===== config.mk =====
export PLATFORM = sky130hd
export DESIGN_NAME = uart_tx_fifo
export DESIGN_NICKNAME = d
export VERILOG_FILES = /design/src/rtl/uart_tx_fifo.sv
export SDC_FILE = /design/constraint.sdc
export NUM_CORES = 1
export LEC_CHECK = 0
export CAP_MARGIN = 10
export CORE_UTILIZATION = 60
export CTS_CLUSTER_DIAMETER = 50
export DETAILED_ROUTE_END_ITERATION = 6
export GPL_TIMING_DRIVEN = 0
export PLACE_DENSITY = 0.78
export SLEW_MARGIN = 20
export SYNTH_ARGS = -nofsm -noshare
export SYNTH_HDL_FRONTEND = slang
export SYNTH_SLANG_ARGS = --single-unit
export TNS_END_PERCENT = 5

===== constraint.sdc =====
create_clock -name clk -period 8.5 [get_ports clk]
set_clock_uncertainty 0.15 [all_clocks]
set_input_delay 2.55 -clock clk [delete_from_list [all_inputs] [get_ports clk]]
set_output_delay 2.55 -clock clk [all_outputs]
set_load 0.005 [all_outputs]

===== src/rtl/uart_tx_fifo.sv =====
// UART transmitter fed by a power-of-two FIFO; 8N1-style framing with
// configurable data bits, optional even/odd parity and 1 or 2 stop bits.
module uart_tx_fifo #(
  parameter int CLK_FREQ   = 50000000,
  parameter int UART_BPS   = 115200,
  parameter int DATA_BITS  = 8,
  parameter int PARITY     = 0,
  parameter int STOP_BITS  = 1,
  parameter int FIFO_DEPTH = 16
) (
  input  logic                          clk,
  input  logic                          rst_n,
  input  logic                          tx_valid,
  input  logic [DATA_BITS-1:0]          tx_data,
  output logic                          tx_ready,
  output logic                          uart_txd,
  output logic                          tx_busy,
  output logic [$clog2(FIFO_DEPTH):0]   fifo_count
);

  localparam int unsigned BAUD_DIV = CLK_FREQ / UART_BPS;
  localparam int unsigned STOP_LEN = STOP_BITS * BAUD_DIV;
  localparam int unsigned CW       = $clog2(STOP_LEN + 1);
  localparam int unsigned AW       = $clog2(FIFO_DEPTH);

  localparam logic [CW-1:0] BAUD_LAST = CW'(BAUD_DIV - 1);
  localparam logic [CW-1:0] STOP_LAST = CW'(STOP_LEN - 1);
  localparam logic [2:0]    BIT_LAST  = 3'(DATA_BITS - 1);
  localparam logic [AW:0]   DEPTH_V   = (AW + 1)'(FIFO_DEPTH);
  localparam logic          ODD_PAR   = (PARITY == 2);

  typedef enum logic [2:0] {IDLE, START, DATA, PAR, STOP} state_t;

  logic [DATA_BITS-1:0] mem [FIFO_DEPTH];
  logic [AW-1:0]        wr_ptr, rd_ptr;
  logic [AW:0]          count;
  logic                 push, pop;
  logic [DATA_BITS-1:0] head;

  state_t               state, state_nxt;
  logic [CW-1:0]        baud_cnt, baud_nxt;
  logic [2:0]           bit_cnt, bit_nxt;
  logic [DATA_BITS-1:0] shift, shift_nxt;
  logic                 par_bit, par_nxt;
  logic                 txd, txd_nxt;

  assign tx_ready   = (count < DEPTH_V);
  assign push       = tx_valid & tx_ready;
  assign head       = mem[rd_ptr];
  assign fifo_count = count;
  assign uart_txd   = txd;
  assign tx_busy    = (state != IDLE) || (count != '0);

  always_ff @(posedge clk) begin
    if (push) mem[wr_ptr] <= tx_data;
  end

  always_ff @(posedge clk or negedge rst_n) begin
    if (!rst_n) begin
      wr_ptr <= '0;
      rd_ptr <= '0;
      count  <= '0;
    end else begin
      if (push) wr_ptr <= wr_ptr + 1'b1;
      if (pop)  rd_ptr <= rd_ptr + 1'b1;
      case ({push, pop})
        2'b10:   count <= count + 1'b1;
        2'b01:   count <= count - 1'b1;
        default: count <= count;
      endcase
    end
  end

  always_ff @(posedge clk or negedge rst_n) begin
    if (!rst_n) begin
      state    <= IDLE;
      baud_cnt <= '0;
      bit_cnt  <= '0;
      shift    <= '0;
      par_bit  <= 1'b0;
      txd      <= 1'b1;
    end else begin
      state    <= state_nxt;
      baud_cnt <= baud_nxt;
      bit_cnt  <= bit_nxt;
      shift    <= shift_nxt;
      par_bit  <= par_nxt;
      txd      <= txd_nxt;
    end
  end

  always_comb begin
    state_nxt = state;
    baud_nxt  = baud_cnt + 1'b1;
    bit_nxt   = bit_cnt;
    shift_nxt = shift;
    par_nxt   = par_bit;
    txd_nxt   = txd;
    pop       = 1'b0;
    case (state)
      IDLE: begin
        baud_nxt = '0;
        txd_nxt  = 1'b1;
        if (count != '0) begin
          pop       = 1'b1;
          shift_nxt = head;
          par_nxt   = (^head) ^ ODD_PAR;
          bit_nxt   = '0;
          txd_nxt   = 1'b0;
          state_nxt = START;
        end
      end
      START: begin
        if (baud_cnt == BAUD_LAST) begin
          baud_nxt  = '0;
          txd_nxt   = shift[0];
          state_nxt = DATA;
        end
      end
      DATA: begin
        if (baud_cnt == BAUD_LAST) begin
          baud_nxt  = '0;
          shift_nxt = shift >> 1;
          bit_nxt   = bit_cnt + 1'b1;
          if (bit_cnt == BIT_LAST) begin
            state_nxt = (PARITY != 0) ? PAR : STOP;
            txd_nxt   = (PARITY != 0) ? par_bit : 1'b1;
          end else begin
            txd_nxt = shift[1];
          end
        end
      end
      PAR: begin
        if (baud_cnt == BAUD_LAST) begin
          baud_nxt  = '0;
          txd_nxt   = 1'b1;
          state_nxt = STOP;
        end
      end
      STOP: begin
        // Stop time spans all stop bits in one count so the next frame
        // can start on the very edge the last stop bit ends.
        if (baud_cnt == STOP_LAST) begin
          baud_nxt = '0;
          if (count != '0) begin
            pop       = 1'b1;
            shift_nxt = head;
            par_nxt   = (^head) ^ ODD_PAR;
            bit_nxt   = '0;
            txd_nxt   = 1'b0;
            state_nxt = START;
          end else begin
            txd_nxt   = 1'b1;
            state_nxt = IDLE;
          end
        end
      end
      default: begin
        txd_nxt   = 1'b1;
        state_nxt = IDLE;
      end
    endcase
  end

endmodule


; After elaboration in Yosys (flattened, before gate mapping)
; Memories as Yosys holds them, arrays and structs flattened.
; Index checks and enable logic that the tools add are counted.
[op_classes]
muxes = 31
n_reduce_logical = 10
eq_ne = 14
bitwise_logic = 1
magnitude_cmp = 1
add_sub_neg = 6
[op_table]
columns = operator, count
row1 = $mux 3, 9
row2 = $mux 8, 3
row3 = $pmux 8 s3, 1
row4 = $pmux 9 s2, 1
row5 = $pmux 3 s5, 1
row6 = $ne 2x2->1 const B, 6
row7 = $mux 1, 11
row8 = $pmux 5 s2, 1
row9 = $add 9x1->9 const B, 1
row10 = $eq 9x9->1 const B, 1
row11 = $mux 9, 1
row12 = $pmux 3 s3, 1
row13 = $add 4x1->4 const B, 2
row14 = $eq 3x2->1 const B, 2
row15 = $eq 3x3->1 const B, 2
row16 = $reduce_and 6->1, 1
row17 = $reduce_bool 3->1, 2
row18 = $add 5x1->5 const B, 1
row19 = $lt 5x5->1 const B, 1
row20 = $pmux 1 s5, 1
row21 = $reduce_bool 5->1, 1
row22 = $sub 5x1->5 const B, 1
row23 = $reduce_and 4->1, 1
row24 = $reduce_or 4->1, 1
row25 = other kinds (10), 10
[totals]
reg_bits = 37
input_bits = 11
mem_count = 1
mem_bits_rw = 128
word_cells = 72
[memory_table]
columns = name, words, word_bits, read_ports, rd_ports_with_merged_regs, wr, line_no
row1 = mem, 16, 8, 1, 0, 1, 34  ; logic [DATA_BITS-1:0] mem [FIFO_DEPTH];

; Logic depth before layout (Yosys ltp)
[logic_depth]
word_depth = 6
mapped_depth = 12
mapped_depth_nobuf = 12

; Worst setup path before layout
; OpenSTA, ideal clock, no wires.
[synth_path]
path_type = input to register
start = input tx_valid
end = register count[4], in the netlist fifo_count[4]
setup_slack_ns = 3.927
n_path_buf = 1
stages = 10
setup_ns = 0.123
t_arrival_ns = 4.301
required_ns = 8.227
cell_sequence = nor2b_1 > clkbuf_1 > inv_1 > ha_1 > fa_1 > a21o_1 > a21oi_1 > xor2_1 > nor2_1 > xnor2_1
[synth_between]
elab_chain_len = 3
elab_cells_between_ends = 5
[synth_lines]
columns = item, line_no
row1 = "start, declared", 13  ; input logic tx_valid,
row2 = $and 1x1->1 (*), 48  ; assign push = tx_valid & tx_ready;
row3 = $eq 2x1->1 / $eq 2x2->1 (equally long branches), 66  ; case ({push, pop})
row4 = $pmux 5 s2 / $reduce_bool 2->1 (equally long branches), -
row5 = "end signal, assigned", 67  ; 2'b10: count <= count + 1'b1;
row6 = "end signal, assigned", 68  ; 2'b01: count <= count - 1'b1;
row7 = "end signal, assigned", 69  ; default: count <= count;
row8 = "end, declared", 36  ; logic [AW:0] count;
; Mark *: on every way between the ends. The rest lies on a longest branch, timed or not.
; A chain may end at the register's enable or synchronous reset.

; Final worst setup path
[layout_path]
start = register count[1], in the netlist fifo_count[1]
end = output tx_busy
[layout_between]
elab_chain_len = 2
[layout_lines]
columns = item, line_no
row1 = $reduce_bool 5->1, 52  ; assign tx_busy = (state != IDLE) || (count != '0);
row2 = $logic_or 1x1->1, 52
row3 = "end, declared", 17  ; output logic tx_busy,
; No other way between the ends.

==> Flow_metrics.wiki <==
{| class="wikitable"
! Metric !! Value
|-
| Num ports || 19
|-
| DR vias || ~3600
|-
| Pin count of the biggest net entering global routing || 27
|-
| Die height || roughly 110 µm
|-
| RSZ-0062 raised after global routing || false
|-
| Number of maximum-capacitance violations || 0
|-
| Clock-pin slew reported for the worst setup and hold paths after clock tree synthesis || about 0.06 ns
|-
| Post-route insts no fill || between 500 and 600
|-
| Gate count after technology mapping || between 300 and 400
|-
| Number of remaining DRC errors || 0
|-
| Clk_lat worst skew || 0.42 ns
|-
| Syn_nets || between 400 and 500
|-
| Via density per instance || around 6.1
|-
| Kind of start point of the critical path || flip-flop
|-
| Synth Flop Type || sky130_fd_sc_hd__edfxtp_1
|-
| Area taken by flip-flops and latches || 0.00477 mm²
|-
| Clock Sinks || between 150 and 200
|-
| Number of library cell types mapped by synthesis || 47
|-
| Post-synthesis sequential element count || ~170
|-
| Diode insertion count for antenna repair || 0
|-
| Non-Filler Cell Area, Final || just under 0.008 mm²
|-
| Clock Path Buffers || 2
|-
| Post-CTS setup buffers || 0
|-
| Die width || 109 µm
|-
| Routed wire length || about 12 mm
|-
| Growth of design area from synthesis to finish || 13.2%
|-
| Type of destination of the critical path || primary output
|-
| Final standard cell utilization of the core || 0.706
|-
| Remaining antenna violation count || 0
|-
| Filler cell count in the final layout || between 600 and 700
|-
| Floorplan die area || 0.0118 mm²
|-
| CP arrival || 2.23 ns
|-
| Global-route wire length before repair || 19.4 mm
|-
| Max rail drop VDD || just over 0.0002 V
|-
| Worst hold path class || reg -> reg
|-
| Total setup violations reported at the end of the flow || 0
|-
| Number of H-tree levels || 4
|-
| Global router's overall resource usage || 0.238
|-
| Run status || finished, final reports clean
|-
| Starting density of the core || 0.624
|-
| Core footprint || approximately 0.011 mm²
|-
| Iteration count of the initial detailed-routing pass || 4
|-
| Slew at the pin closest to its max-slew limit || approximately 0.65 ns
|-
| Critical Setup Path Class || reg -> out
|-
| Area of the mapped netlist || roughly 0.007 mm²
|-
| TritonCTS clock tree || built
|-
| Number of buffers added by the clock tree synthesis step || 17
|-
| Number of resized instances in the post-cts repair step || 0
|-
| Post-DP HPWL || approximately 8.0 mm
|-
| Highest net fanout along the worst path || 5
|-
| Number of global-route vias before repair || ~3600
|-
| Synth warn || 0
|-
| Number of antenna violations at the first check in global routing || 0
|-
| Combined area of the multi-input logic cells || roughly 0.0020 mm²
|-
| Number of DRC markers in iteration 0 || approximately 380
|-
| Peak clock frequency supported by timing || 203 MHz
|-
| Final hold violations || 0
|-
| Total power density per cell area || approximately 240 mW/mm²
|-
| Residual overflow from global routing || 0
|-
| Total leakage power || about 0.0028 µW
|-
| Final weighted congestion of routability-driven global placement || 0.780
|-
| Total cell area at the placement stage || approximately 0.0072 mm²
|-
| Final period utilization || 0.580
|-
| WL/cell || 21.2 µm
|-
| Final-report max-slew violation count || 0
|-
| Share of flip-flops with an asynchronous set or reset || 0.224
|-
| Worst slew slack as a fraction of its limit || 0.566
|-
| Placement row count || 38
|-
| Critical path required time || between 5 and 6 ns
|-
| Clock tree root buffer cell || sky130_fd_sc_hd__clkbuf_16
|-
| Part of the Yosys area used for sequential elements || 0.697
|-
| Count of flip-flops with a built-in enable after synthesis || 128
|-
| Buffers added on ports || 18
|-
| Share of post-route cells with drive strength above 1 || 0.174
|-
| Syn avg cell area || ~17 µm²
|-
| Total number of nets in the final design || 461
|-
| Instance count after placement with tap cells included || approximately 560
|-
| Minimum clock period || 4.93 ns
|-
| Sum of negative setup slack || 0 ns
|-
| Quantity of hold-fixing buffers added after cts || 0
|}
-- synthesized netlist by cell type, drive strengths merged (3+ instances only) --
library cell	n	share of area
dfrtp	36	0.13
buf	10	0.012
a22o	3	0.0038
xnor2	11	0.014
inv	6	0.0033
a21oi	26	0.020
o21ai	8	0.0075
nor2	28	0.016
clkbuf	6	0.0033
and3	4	0.0037
nor2b	4	0.0037
xor2	8	0.010
a22oi	14	0.015
nand3	5	0.0037
nand2	12	0.0066
ha	13	0.024
edfxtp	128	0.56
and2	18	0.016
mux4	32	0.11
-- worst max-delay path: stages, from the launching register on --
cell and delay [ns]:
sky130_fd_sc_hd__dfrtp_1 0.43, sky130_fd_sc_hd__or4_1 0.62, sky130_fd_sc_hd__nor2_1 0.20, sky130_fd_sc_hd__nand3b_1 0.10
sky130_fd_sc_hd__clkdlybuf4s50_1 0.46
-- worst paths after layout --
kind                               start  cells past startpoint  slack, ns             to
min                           bit_cnt[0]                      1       0.34     bit_cnt[0]
max                        fifo_count[1]                      4       3.57        tx_busy
max reg2reg                fifo_count[1]                     10       5.36  fifo_count[4]
max in group asynchronous          rst_n                      2       5.91      wr_ptr[1]
min in group asynchronous          rst_n                      1       1.85     bit_cnt[2]
min reg2reg                   bit_cnt[0]                      1       0.34     bit_cnt[0]
-- logic make-up (layout without fill, tap and decap cells) --
family | after synthesis | count (layout) | synth area share
DFF | 165 | 165 | 0.697
and+or+nand+nor | 83 | 83 | 0.0649
AOI/OAI and AO/OA | 59 | 59 | 0.0559
muxes | 36 | 36 | 0.114
buffers and inverters | 22 | 72 | 0.0181
xor gates and xnor gates | 19 | 19 | 0.0243
adders and majority gates | 14 | 14 | 0.0267
-- stage by stage --
step | hold slack [ns] | power (µW) | setup slack (ns)
floorplan | 0.307 | 1080 | 3.93
global placement | 0.325 | 1160 | 3.27
detailed placement | 0.336 | 1170 | 3.26
CTS | 0.344 | 1860 | 3.55
global route | 0.361 | 1920 | 3.45
finish | 0.339 | 1850 | 3.57
-- cells in the final DEF, fill, tap and decap left out, types with 11 or more instances in the layout --
cell and instances:
sky130_fd_sc_hd__clkdlybuf4s50_1 17, sky130_fd_sc_hd__dfrtp_1 36, sky130_fd_sc_hd__ha_1 13, sky130_fd_sc_hd__mux4_2 28, sky130_fd_sc_hd__xnor2_1 11, sky130_fd_sc_hd__and2_1 18
sky130_fd_sc_hd__a22oi_1 14, sky130_fd_sc_hd__nor2_1 27, sky130_fd_sc_hd__a21oi_1 24, sky130_fd_sc_hd__edfxtp_1 128, sky130_fd_sc_hd__nand2_1 12, sky130_fd_sc_hd__clkbuf_16 17
-- flip-flops by register name (all words and copies together) (netlist names) --
name        count
mem           128
baud_cnt        9
shift           8
fifo_count      5
rd_ptr          4
wr_ptr          4
bit_cnt         3
state           3
uart_txd        1
-- area by class of cell --
type	count	area share
clock inverters	13	0.0139
plain buffers	16	0.0131
multi-input cells	211	0.252
well taps	140	0.0226
flip-flops and latches	165	0.615
repair buffers	19	0.0252
clock buffers	18	0.0553
inverters	6	0.00290
-- per-layer routing --
layer  wire [µm]  GRT usage  share of wire
met1        5430      0.319           0.44
met2        6140      0.377           0.49
met3         630     0.0550          0.051
met4         246      0.101          0.020
met5           0          0              0
-- where the power goes --
part / switching (µW) / leakage (µW) / internal, µW / total (µW)
registers: 36.7 / 0.00161 / 932 / 968
clock network: 300 / 0.000265 / 400 / 700
logic: 97.0 / 0.000898 / 85.3 / 182
Power figures use the tool's default switching activity.
